**src/rtl/axi_inorder_responder_pkg.sv**
```systemverilog
// Shared AXI4+ATOP types and codes for the in-order terminal responder.
// Provides the response codes, ATOP bit positions and default request/response
// structs that the responder and its surroundings agree on.
package axi_inorder_responder_pkg;

  typedef logic [1:0] resp_t;
  typedef logic [7:0] len_t;
  typedef logic [5:0] atop_t;

  localparam resp_t RESP_OKAY   = 2'b00;
  localparam resp_t RESP_DECERR = 2'b11;

  // Bit of aw.atop that marks an atomic needing an R response.
  localparam int unsigned ATOP_R_RESP = 5;
  localparam atop_t       ATOP_NONE   = 6'b000000;

  localparam int unsigned DefIdWidth   = 4;
  localparam int unsigned DefAddrWidth = 32;
  localparam int unsigned DefDataWidth = 64;

  typedef struct packed {
    logic [DefIdWidth-1:0]   id;
    logic [DefAddrWidth-1:0] addr;
    len_t                    len;
    logic [2:0]              size;
    logic [1:0]              burst;
    atop_t                   atop;
  } aw_chan_t;

  typedef struct packed {
    logic [DefDataWidth-1:0]   data;
    logic [DefDataWidth/8-1:0] strb;
    logic                      last;
  } w_chan_t;

  typedef struct packed {
    logic [DefIdWidth-1:0]   id;
    logic [DefAddrWidth-1:0] addr;
    len_t                    len;
    logic [2:0]              size;
    logic [1:0]              burst;
  } ar_chan_t;

  typedef struct packed {
    logic [DefIdWidth-1:0] id;
    resp_t                 resp;
    logic                  user;
  } b_chan_t;

  typedef struct packed {
    logic [DefIdWidth-1:0]   id;
    logic [DefDataWidth-1:0] data;
    resp_t                   resp;
    logic                    last;
    logic                    user;
  } r_chan_t;

  typedef struct packed {
    aw_chan_t aw;
    logic     aw_valid;
    w_chan_t  w;
    logic     w_valid;
    logic     b_ready;
    ar_chan_t ar;
    logic     ar_valid;
    logic     r_ready;
  } axi_req_default_t;

  typedef struct packed {
    logic    aw_ready;
    logic    ar_ready;
    logic    w_ready;
    logic    b_valid;
    b_chan_t b;
    logic    r_valid;
    r_chan_t r;
  } axi_resp_default_t;

endpackage

```
**src/rtl/axi_inorder_responder_fifo.sv**
```systemverilog
// Small non-fall-through synchronous FIFO used for the responder's
// tracking queues. A push on a full FIFO is accepted only when a pop
// frees the head slot in the same cycle.
module sync_fifo #(
  parameter int unsigned DEPTH = 4,
  parameter type         dtype = logic
) (
  input  logic clk_i,
  input  logic rst_ni,
  input  logic push,
  input  dtype push_data,
  input  logic pop,
  output dtype head,
  output logic full,
  output logic empty
);

  localparam int unsigned PtrW = (DEPTH > 1) ? $clog2(DEPTH) : 1;
  localparam int unsigned CntW = $clog2(DEPTH + 1);

  typedef logic [PtrW-1:0] ptr_t;
  localparam ptr_t LastPtr = ptr_t'(DEPTH - 1);

  dtype            mem [DEPTH];
  ptr_t            rd_ptr;
  ptr_t            wr_ptr;
  logic [CntW-1:0] count;
  logic            do_push;
  logic            do_pop;

  assign empty   = (count == '0);
  assign full    = (count == CntW'(DEPTH));
  assign do_pop  = pop & ~empty;
  assign do_push = push & (~full | do_pop);
  assign head    = mem[rd_ptr];

  // Storage write; contents need no reset because occupancy gates every read.
  always_ff @(posedge clk_i) begin
    if (do_push) begin
      mem[wr_ptr] <= push_data;
    end
  end

  // Pointer and occupancy bookkeeping with synchronous clear.
  always_ff @(posedge clk_i) begin
    if (!rst_ni) begin
      rd_ptr <= '0;
      wr_ptr <= '0;
      count  <= '0;
    end else begin
      if (do_push) begin
        wr_ptr <= (wr_ptr == LastPtr) ? '0 : wr_ptr + 1'b1;
      end
      if (do_pop) begin
        rd_ptr <= (rd_ptr == LastPtr) ? '0 : rd_ptr + 1'b1;
      end
      if (do_push && !do_pop) begin
        count <= count + 1'b1;
      end else if (!do_push && do_pop) begin
        count <= count - 1'b1;
      end
    end
  end

endmodule

```
**src/rtl/axi_inorder_responder.sv**
```systemverilog
// Terminal AXI4+ATOP subordinate answering every transaction, in acceptance
// order, with a fixed response code and fixed read data while echoing IDs.
// Write IDs wait in WQ for their data, then in BQ for the B handshake; read
// bursts (and read-returning atomics) wait in RQ while R beats are counted.
module axi_inorder_responder
  import axi_inorder_responder_pkg::*;
#(
  parameter int unsigned AxiIdWidth   = DefIdWidth,
  parameter int unsigned AxiDataWidth = DefDataWidth,
  parameter int unsigned MaxTxns      = 4,
  parameter resp_t       RespCode     = RESP_DECERR,
  parameter logic [63:0] RespData     = 64'hCA11_AB1E_BAD_CAB1E,
  parameter type         axi_req_t    = axi_req_default_t,
  parameter type         axi_resp_t   = axi_resp_default_t
) (
  input  logic      clk_i,
  input  logic      rst_ni,
  input  axi_req_t  slv_req_i,
  output axi_resp_t slv_resp_o
);

  if (AxiIdWidth < 1) begin : g_bad_id_width
    $fatal(1, "axi_inorder_responder: AxiIdWidth must be at least 1");
  end
  if (AxiDataWidth < 8) begin : g_bad_data_width
    $fatal(1, "axi_inorder_responder: AxiDataWidth must be at least 8");
  end
  if (MaxTxns < 1) begin : g_bad_depth
    $fatal(1, "axi_inorder_responder: MaxTxns must be at least 1");
  end

  typedef logic [AxiIdWidth-1:0] id_t;
  typedef struct packed {
    id_t  id;
    len_t len;
  } rq_entry_t;

  localparam logic [AxiDataWidth-1:0] RData = AxiDataWidth'(RespData);

  logic      wq_full, wq_empty, wq_pop;
  id_t       wq_head;
  logic      bq_full, bq_empty, bq_pop;
  id_t       bq_head;
  logic      rq_full, rq_empty, rq_push, rq_pop;
  rq_entry_t rq_head, rq_din;

  logic aw_atop_r, aw_ready, ar_ready, w_ready, b_valid, r_valid, r_last;
  logic aw_hs, ar_hs, w_hs, r_hs, aw_rq_push;
  len_t cnt;
  logic unused_req;

  // Every request bit is consumed somewhere; data, strobes and addresses are discarded.
  assign unused_req = ^slv_req_i;

  assign aw_atop_r = slv_req_i.aw.atop[ATOP_R_RESP];

  // Readies and valids are forced low while reset is sampled so nothing handshakes.
  assign aw_ready = rst_ni & ~wq_full & (~aw_atop_r | ~rq_full);
  assign ar_ready = rst_ni & ~rq_full & ~(slv_req_i.aw_valid & aw_atop_r);
  assign w_ready  = rst_ni & ~wq_empty & ~bq_full;
  assign b_valid  = rst_ni & ~bq_empty;
  assign r_valid  = rst_ni & ~rq_empty;
  assign r_last   = rst_ni & (cnt == rq_head.len);

  assign aw_hs      = slv_req_i.aw_valid & aw_ready;
  assign ar_hs      = slv_req_i.ar_valid & ar_ready;
  assign w_hs       = slv_req_i.w_valid & w_ready;
  assign r_hs       = r_valid & slv_req_i.r_ready;
  assign aw_rq_push = aw_hs & aw_atop_r;

  assign wq_pop  = w_hs & slv_req_i.w.last;
  assign bq_pop  = b_valid & slv_req_i.b_ready;
  assign rq_push = aw_rq_push | ar_hs;
  assign rq_pop  = r_hs & r_last;

  // Select the RQ entry source; an R-returning atomic blocks AR, so only one pushes.
  always_comb begin
    rq_din = '0;
    if (aw_rq_push) begin
      rq_din.id  = slv_req_i.aw.id;
      rq_din.len = slv_req_i.aw.len;
    end else begin
      rq_din.id  = slv_req_i.ar.id;
      rq_din.len = slv_req_i.ar.len;
    end
  end

  sync_fifo #(.DEPTH(MaxTxns), .dtype(id_t)) i_wq (
    .clk_i     (clk_i),
    .rst_ni    (rst_ni),
    .push      (aw_hs),
    .push_data (slv_req_i.aw.id),
    .pop       (wq_pop),
    .head      (wq_head),
    .full      (wq_full),
    .empty     (wq_empty)
  );

  sync_fifo #(.DEPTH(MaxTxns), .dtype(id_t)) i_bq (
    .clk_i     (clk_i),
    .rst_ni    (rst_ni),
    .push      (wq_pop),
    .push_data (wq_head),
    .pop       (bq_pop),
    .head      (bq_head),
    .full      (bq_full),
    .empty     (bq_empty)
  );

  sync_fifo #(.DEPTH(MaxTxns), .dtype(rq_entry_t)) i_rq (
    .clk_i     (clk_i),
    .rst_ni    (rst_ni),
    .push      (rq_push),
    .push_data (rq_din),
    .pop       (rq_pop),
    .head      (rq_head),
    .full      (rq_full),
    .empty     (rq_empty)
  );

  // Beat counter for the burst at the RQ head; cleared on the last beat so bursts chain.
  always_ff @(posedge clk_i) begin
    if (!rst_ni) begin
      cnt <= '0;
    end else if (r_hs) begin
      cnt <= r_last ? '0 : cnt + 1'b1;
    end
  end

  // Assemble the response struct; IDs read zero while reset is sampled.
  always_comb begin
    slv_resp_o          = '0;
    slv_resp_o.aw_ready = aw_ready;
    slv_resp_o.ar_ready = ar_ready;
    slv_resp_o.w_ready  = w_ready;
    slv_resp_o.b_valid  = b_valid;
    slv_resp_o.b.id     = rst_ni ? bq_head : '0;
    slv_resp_o.b.resp   = RespCode;
    slv_resp_o.b.user   = '0;
    slv_resp_o.r_valid  = r_valid;
    slv_resp_o.r.id     = rst_ni ? rq_head.id : '0;
    slv_resp_o.r.data   = RData;
    slv_resp_o.r.resp   = RespCode;
    slv_resp_o.r.last   = r_last;
    slv_resp_o.r.user   = '0;
  end

endmodule

```
**config.mk**
```make
export PLATFORM = sky130hd
export DESIGN_NAME = axi_inorder_responder
export DESIGN_NICKNAME = d
export VERILOG_FILES = /design/src/rtl/axi_inorder_responder_pkg.sv /design/src/rtl/axi_inorder_responder_fifo.sv /design/src/rtl/axi_inorder_responder.sv
export SDC_FILE = /design/constraint.sdc
export NUM_CORES = 1
export LEC_CHECK = 0
export BUFFER_PORTS_ARGS = -buffer_cell sky130_fd_sc_hd__clkbuf_2
export CORE_ASPECT_RATIO = 1.25
export CORE_MARGIN = 8
export CORE_UTILIZATION = 47
export DETAILED_ROUTE_END_ITERATION = 6
export PLACE_DENSITY = 0.81
export SETUP_SLACK_MARGIN = 0.5
export SLEW_MARGIN = 40
export SYNTH_ARGS = -nofsm -noshare
export SYNTH_HDL_FRONTEND = slang
export SYNTH_SLANG_ARGS = --single-unit
```
**constraint.sdc**
```tcl
create_clock -name clk_i -period 3.25 [get_ports clk_i]
set_input_delay 0.4875 -clock clk_i [delete_from_list [all_inputs] [get_ports clk_i]]
set_output_delay 0.4875 -clock clk_i [all_outputs]
set_load 0.01 [all_outputs]
```
### Yosys cells after proc, flatten, opt, wreduce, memory -nomap -nowiden

Memories as Yosys holds them, arrays and structs flattened. A register that Yosys moved wholly into a read port is not among the register bits.
Cells that the tools add are included.

| operators by class | value |
|---|---|
| multipliers | 0 |
| muxes and demuxes | 28 |
| bitwise operators | 37 |
| divide/modulo/power cells | 0 |
| reductions and logical operators | 18 |
| equality and inequality tests | 10 |
| magnitude comparators | 0 |
| $add $sub $neg | 13 |
| shift-type cells | 0 |

Operators with widths:

| kind | number |
|---|---|
| $and 1x1->1 | 24 |
| $mux 2 | 12 |
| $mux 3 | 6 |
| $add 2x1->2 const B | 6 |
| $eq 2x2->1 const B | 6 |
| $mux 12 | 1 |
| $add 3x1->3 const B | 3 |
| $eq 3x3->1 const B | 3 |
| $logic_not 3->1 | 3 |
| $sub 3x1->3 const B | 3 |
| $add 8x1->8 const B | 1 |
| $eq 8x8->1 | 1 |
| $mux 4 | 2 |
| $mux 8 | 1 |
| $not 1->1 | 8 |
| $logic_and 1x1->1 | 6 |
| $logic_not 1->1 | 6 |
| $mux 1 | 6 |
| $reduce_bool 2->1 | 3 |
| $or 1x1->1 | 5 |

| word-level totals | value |
|---|---|
| output and inout port bits | 84 |
| latch bits | 0 |
| memories kept | 3 |
| flip-flop bits (word level) | 29 |
| ROM bits | 0 |
| word-level logic and storage cells | 119 |
| bits in writable memories | 80 |
| input bits | 184 |

Memories:

| name | words | width | read ports | clocked after Yosys merged registers in | write ports | line | source |
|---|---|---|---|---|---|---|---|
| i_rq.mem | 4 | 12 | 1 | 1 | 1 | axi_inorder_responder_fifo.sv:24 | `dtype mem [DEPTH];` |
| i_bq.mem | 4 | 4 | 1 | 1 | 1 | axi_inorder_responder_fifo.sv:24 |  |
| i_wq.mem | 4 | 4 | 1 | 1 | 1 | axi_inorder_responder_fifo.sv:24 |  |

### Depth between registers and ports, before layout

| depth | value |
|---|---|
| depth in word-level cells | 13 |
| gate-level depth with buffers | 12 |
| gate-level depth less buffers | 11 |

### Modules after synthesis

A second synthesis with hierarchy kept.

| second synthesis, totals | value |
|---|---|
| cells, all modules | 428 |
| area, all modules | 5805.6 sq um |

Modules (own cells, without submodules):

| module | sequential area each (sq um) | area an instance (sq um) | cells an instance | instances |
|---|---|---|---|---|
| sync_fifo at i_rq | 1621.6 | 2257.2 | 113 | 1 |
| sync_fifo at i_bq ... | 660.6 | 1073.5 | 71 | 2 |
| axi_inorder_responder | 160.2 | 1401.3 | 173 | 1 |

### Worst setup path before layout

Ideal clock, no wire load.

| timing path | value |
|---|---|
| kind | register -> register |
| start | reg with a tool-made name |
| end | reg i_rq.count[2] |
| required time | 3180 ps |
| cell stages (with the launch flop) | 13 |
| data arrival time | 2764 ps |
| path slack | 415 ps |
| buffers on the path | 1 |
| clock period less this slack | 2835 ps |
| library setup time | 70 ps |
| path through | dfxtp_1 -> buf_6 -> mux4_1 -> xnor2_1 -> nand4_2 -> nor3_4 -> inv_1 -> ha_1 -> inv_1 -> fa_1 -> xor2_1 -> or3_1 -> a21oi_1 |

RTL lines:

| what | line | source |
|---|---|---|
| to (signal assigned) | axi_inorder_responder_fifo.sv:58 | `count <= count + 1'b1;` |
| to (signal assigned) | axi_inorder_responder_fifo.sv:60 | `count <= count - 1'b1;` |
| to (decl) | axi_inorder_responder_fifo.sv:27 | `logic [CntW-1:0] count;` |

==> results by stage <==
Flow run:
- Max-cap violations in this run came to 0.

Worst setup path:
- The critical path data required time is 3.59 ns.
- For this design, the slowest cell found on the critical path is mux4_2.
- The critical path is of the flop to flop type.
- The maximum fanout count along the critical path is 4.
- The element type at the critical path end is a flop.
- Walking the worst path, the cells encountered are buf_6, mux4_2, xnor2_2, nand4_4, nor3_4, inv_1, ha_2, inv_2, fa_2, xor2_1, or3_1, a21oi_1.
- Data on the critical path arrives at its endpoint at 3.11 ns.
- The worst setup path is launched from a flop.
- On the worst path, the slowest cell contributes a delay of 0.56 ns.

Global routing:
- The first global-routing pass estimated 16590 um of wire.
- Global routing used between 10% and 20% of the available tracks across all layers.
- The number of global-route vias before repair is between 3000 and 4000.
- Global routing finished with a remaining overflow of 0.
- The largest net degree at the start of global routing is 19.
- The initial antenna violation count is 0.

Route:
- The detailed-router iteration count before antenna repair is 6.
- In the routed design, unresolved DRC markers number 0.
- After detailed routing, the total wire length is between 10000 and 15000 um.
- After detailed routing, the average wire length per cell comes to 17.36 um.
- The routed layout has between 3000 and 4000 vias.
- In the routed layout, each cell is associated on average with a via count of approximately 4.9.
- The initial detailed-routing violation count is between 200 and 250.
- The count of nets left with antenna violations once routing finished came out at 0.

Synthesis:
- The area share of the leading cell type in the synthesized netlist is ~43%.
- Of all cell types, the one taking the most synthesized area is edfxtp_1.
- The combined area of all synthesized cells is approximately 5600 um2.
- Of the synthesized area, sequential elements account for between 50% and 60%.
- The synthesized netlist cell count is 405.
- The mean area per synthesized cell is 13.75 um2.
- The number of different library cells used by synthesis comes to 39.
- The cell with the most instances after synthesis is edfxtp_1.
- In the synthesized netlist, the cells that appear most often are edfxtp_1 (80), buf_4 (76), dfxtp_1 (35).
- Yosys mapped a number of flops with a built-in enable equal to 80.
- During synthesis, Yosys emitted a total of 0 warnings.
- By area the synthesized netlist is led by edfxtp_1 (43%), dfxtp_1 (13%), buf_4 (10%).
- The share of synthesized registers carrying an async set or reset is 0%.
- The dominant register cell in the synthesized netlist is edfxtp_1.
- The number of flip-flops and latches in the synthesized netlist is around 120.

Final layout:
- 0 antenna diodes ended up in the layout.
- After the last flow step, the layout net total stands at approximately 680.
- Relative to the synthesized area, the layout overhead comes to 16.08%.
- Of the cells placed in the final design, the portion with a size suffix greater than 1 is 30.31%.
- The number of fill cells is approximately 840.

Clocking:
- The maximum root-to-sink buffer count is 2.
- The sink count of the clock tree is between 100 and 150.
- The CTS tree is built.
- The total clock buffers created by CTS is 17.
- After clock tree synthesis, the clock-pin slew on the worst setup and hold paths is around 0.050 ns.
- The clock tree synthesis step divided the H-tree into 4 levels.
- The latest clock arrival within the worst-skew pair is 0.41 ns.
- The number of hold-repair buffers added at the cts stage is 0.
- The master cell of the clock root buffer is clkbuf_16.

Floorplan:
- Measured along the y axis, the die boundary spans 137.7 um.
- The starting utilization of the core area is ~48%.
- The core region is ~12000 um2.
- For this design the top-level I/O count stands at about 270.
- The floorplan step defined a die boundary enclosing between 15000 and 20000 um2.
- From left edge to right edge, the die measures around 110 um.
- After floorplanning, the core was divided into between 40 and 50 placement rows.

Placement:
- The detailed placer's ending HPWL is roughly 7600 um.
- Timing analysis after detailed placement gives a worst setup slack of about 0.23 ns.
- The congestion estimate from routability-driven global placement came to approximately 0.8.
- The total of buffers placed on input and output ports is between 40 and 50.

STA:
- The final period demand of the worst path is approximately 2.8 ns.
- The transition at the pin with the smallest max-transition slack is between 0.7 and 0.8 ns.
- The number of hold-slack violations in the final timing report is 0.
- In the final timing run, aggregate negative setup slack is 0 ns.
- Setup violations remaining at the end of the flow were counted as 0.
- Setup repair after global routing could not meet its margin everywhere.
- The count of pins over their slew limit is 0.
- After layout, the worst setup slack is between 0.4 and 0.5 ns.
- The worst pin sits at a relative slew slack of between 50 and 60%.
- The final-layout worst hold slack is between 0.3 and 0.4 ns.
- The maximum achievable frequency is 0.3599 GHz.
- Across the routed clock network, the largest skew measured is 0.008161 ns.
- The period utilization is a little under nine tenths.

Power:
- For this design the total switching power over the nets is around 0.98 mW.
- The internal power of the cells totals 2.993 mW.
- Of the total power, combinational logic draws between 10% and 20%.
- The total power of the final layout is 3.978 mW.
- The share of total power dissipated in the clock network is 44.3%.
- The switching share of total power is approximately a quarter.
- The worst-case IR drop observed on VDD is 0.0005336 V.
- Registers are responsible for a little over two fifths of the overall power.
- For this design the ratio of total power to cell area is 615.2 nW/um2.
- In this run the static leakage power is about 2.5 nW.

Worst hold path:
- The path category of the worst min-delay check is input pin to flop.

Run status:
- The run finished with clean final reports.
-- critical path: cells and delay by family, from the launching register on --
kind            cells  cell delay (ns)
compound gates      1             0.13
xor+xnor            2             0.33
fa+ha+maj           2             0.58
buf+inv             3             0.26
flops               1             0.38
mux                 1             0.56
simple gates        3             0.47
-- layout make-up --
class / instances / area (um2) / area share, %
Sequential cell: 115 / 3110 / 48.10
Multi-Input combinational cell: 261 / 2121 / 32.80
Clock buffer: 23 / 520.5 / 8.050
Timing Repair Buffer: 65 / 401.6 / 6.211
Tap cell: 161 / 201.4 / 3.115
Clock inverter: 9 / 66.31 / 1.026
Inverter: 12 / 45.04 / 0.6966
-- kinds of logic (layout without fill, tap and decap cells) --
| group | count (synthesis) | count (layout) | synth area share, % |
|---|---|---|---|
| flops | 115 | 115 | 55.71 |
| buf+inv | 97 | 109 | 11.95 |
| simple gates | 89 | 89 | 8.491 |
| mux | 41 | 41 | 12.74 |
| fa+ha+maj | 22 | 22 | 5.346 |
| xor+xnor | 21 | 21 | 3.302 |
| compound gates | 18 | 18 | 2.336 |
| other cells | 2 | 70 | 0.1348 |
-- state kept, by name, indices dropped and copies added, names as in the netlist, 3 cells and up, named ones only --
| name | count |
|---|---|
| i_rq.mem | 48 |
| i_bq.count | 3 |
| i_wq.mem | 16 |
| i_wq.count | 3 |
| cnt | 8 |
| i_rq.count | 3 |
| i_bq.mem | 16 |
-- metal layers --
| layer | track usage (%) | wire length (um) |
|---|---|---|
| met1 | 14.34 | 4134 |
| met2 | 24.65 | 5702 |
| met5 | 0 | 0 |
| met4 | 8.086 | 221 |
| met3 | 5.746 | 1157 |
-- through the flow --
| stage | cell area (um2) | cells | utilization [%] |
|---|---|---|---|
| 6_report | 6466 | 646 | 55.67 |
| 5_1_grt | 6466 | 646 | 55.67 |
| 4_1_cts | 6404 | 643 | 55.13 |
| 3_5_place_dp | 5679 | 602 | 48.89 |
| 3_3_place_gp | 5679 | 602 | 48.89 |
| 2_1_floorplan | 5816 | 473 | - |
-- what timing repair did --
item	4_1_cts	5_1_grt
buffers inserted	9	3
gates resized for setup	12	11
endpoints found under the setup margin	3	5
pin swaps	6	7
-- worst paths after layout --
check        cells after the start  slack (ns)        endpoint            from
min reg2reg                      2        0.49            flop  i_bq.rd_ptr[1]
max reg2reg                     12        0.47   i_rq.count[2]            flop
min                              1        0.34  i_wq.mem[0][1]  slv_req_i[179]
max                             12        0.47   i_rq.count[2]            flop
-- power groups by stage --
stage	combinational [mW]	sequential, mW	clock [mW]
final	0.488	1.73	1.76
after global routing	0.536	1.74	1.84
after CTS	0.462	1.72	1.79
after detailed placement	0.444	1.75	0
after global placement	0.421	1.75	0
after floorplan	0.398	1.74	0
-- cells in the final DEF (no fill, tap or decap), types with 10 or more instances in the layout --
cell        n
conb_1     70
nand2_1    15
mux2_2     12
inv_1      10
clkbuf_2   46
edfxtp_1   80
buf_4      16
nor2_1     24
dfxtp_1    31
and2_1     16
ha_1       18
mux4_2     16
clkbuf_16  19
Power figures use the tool's default switching activity.
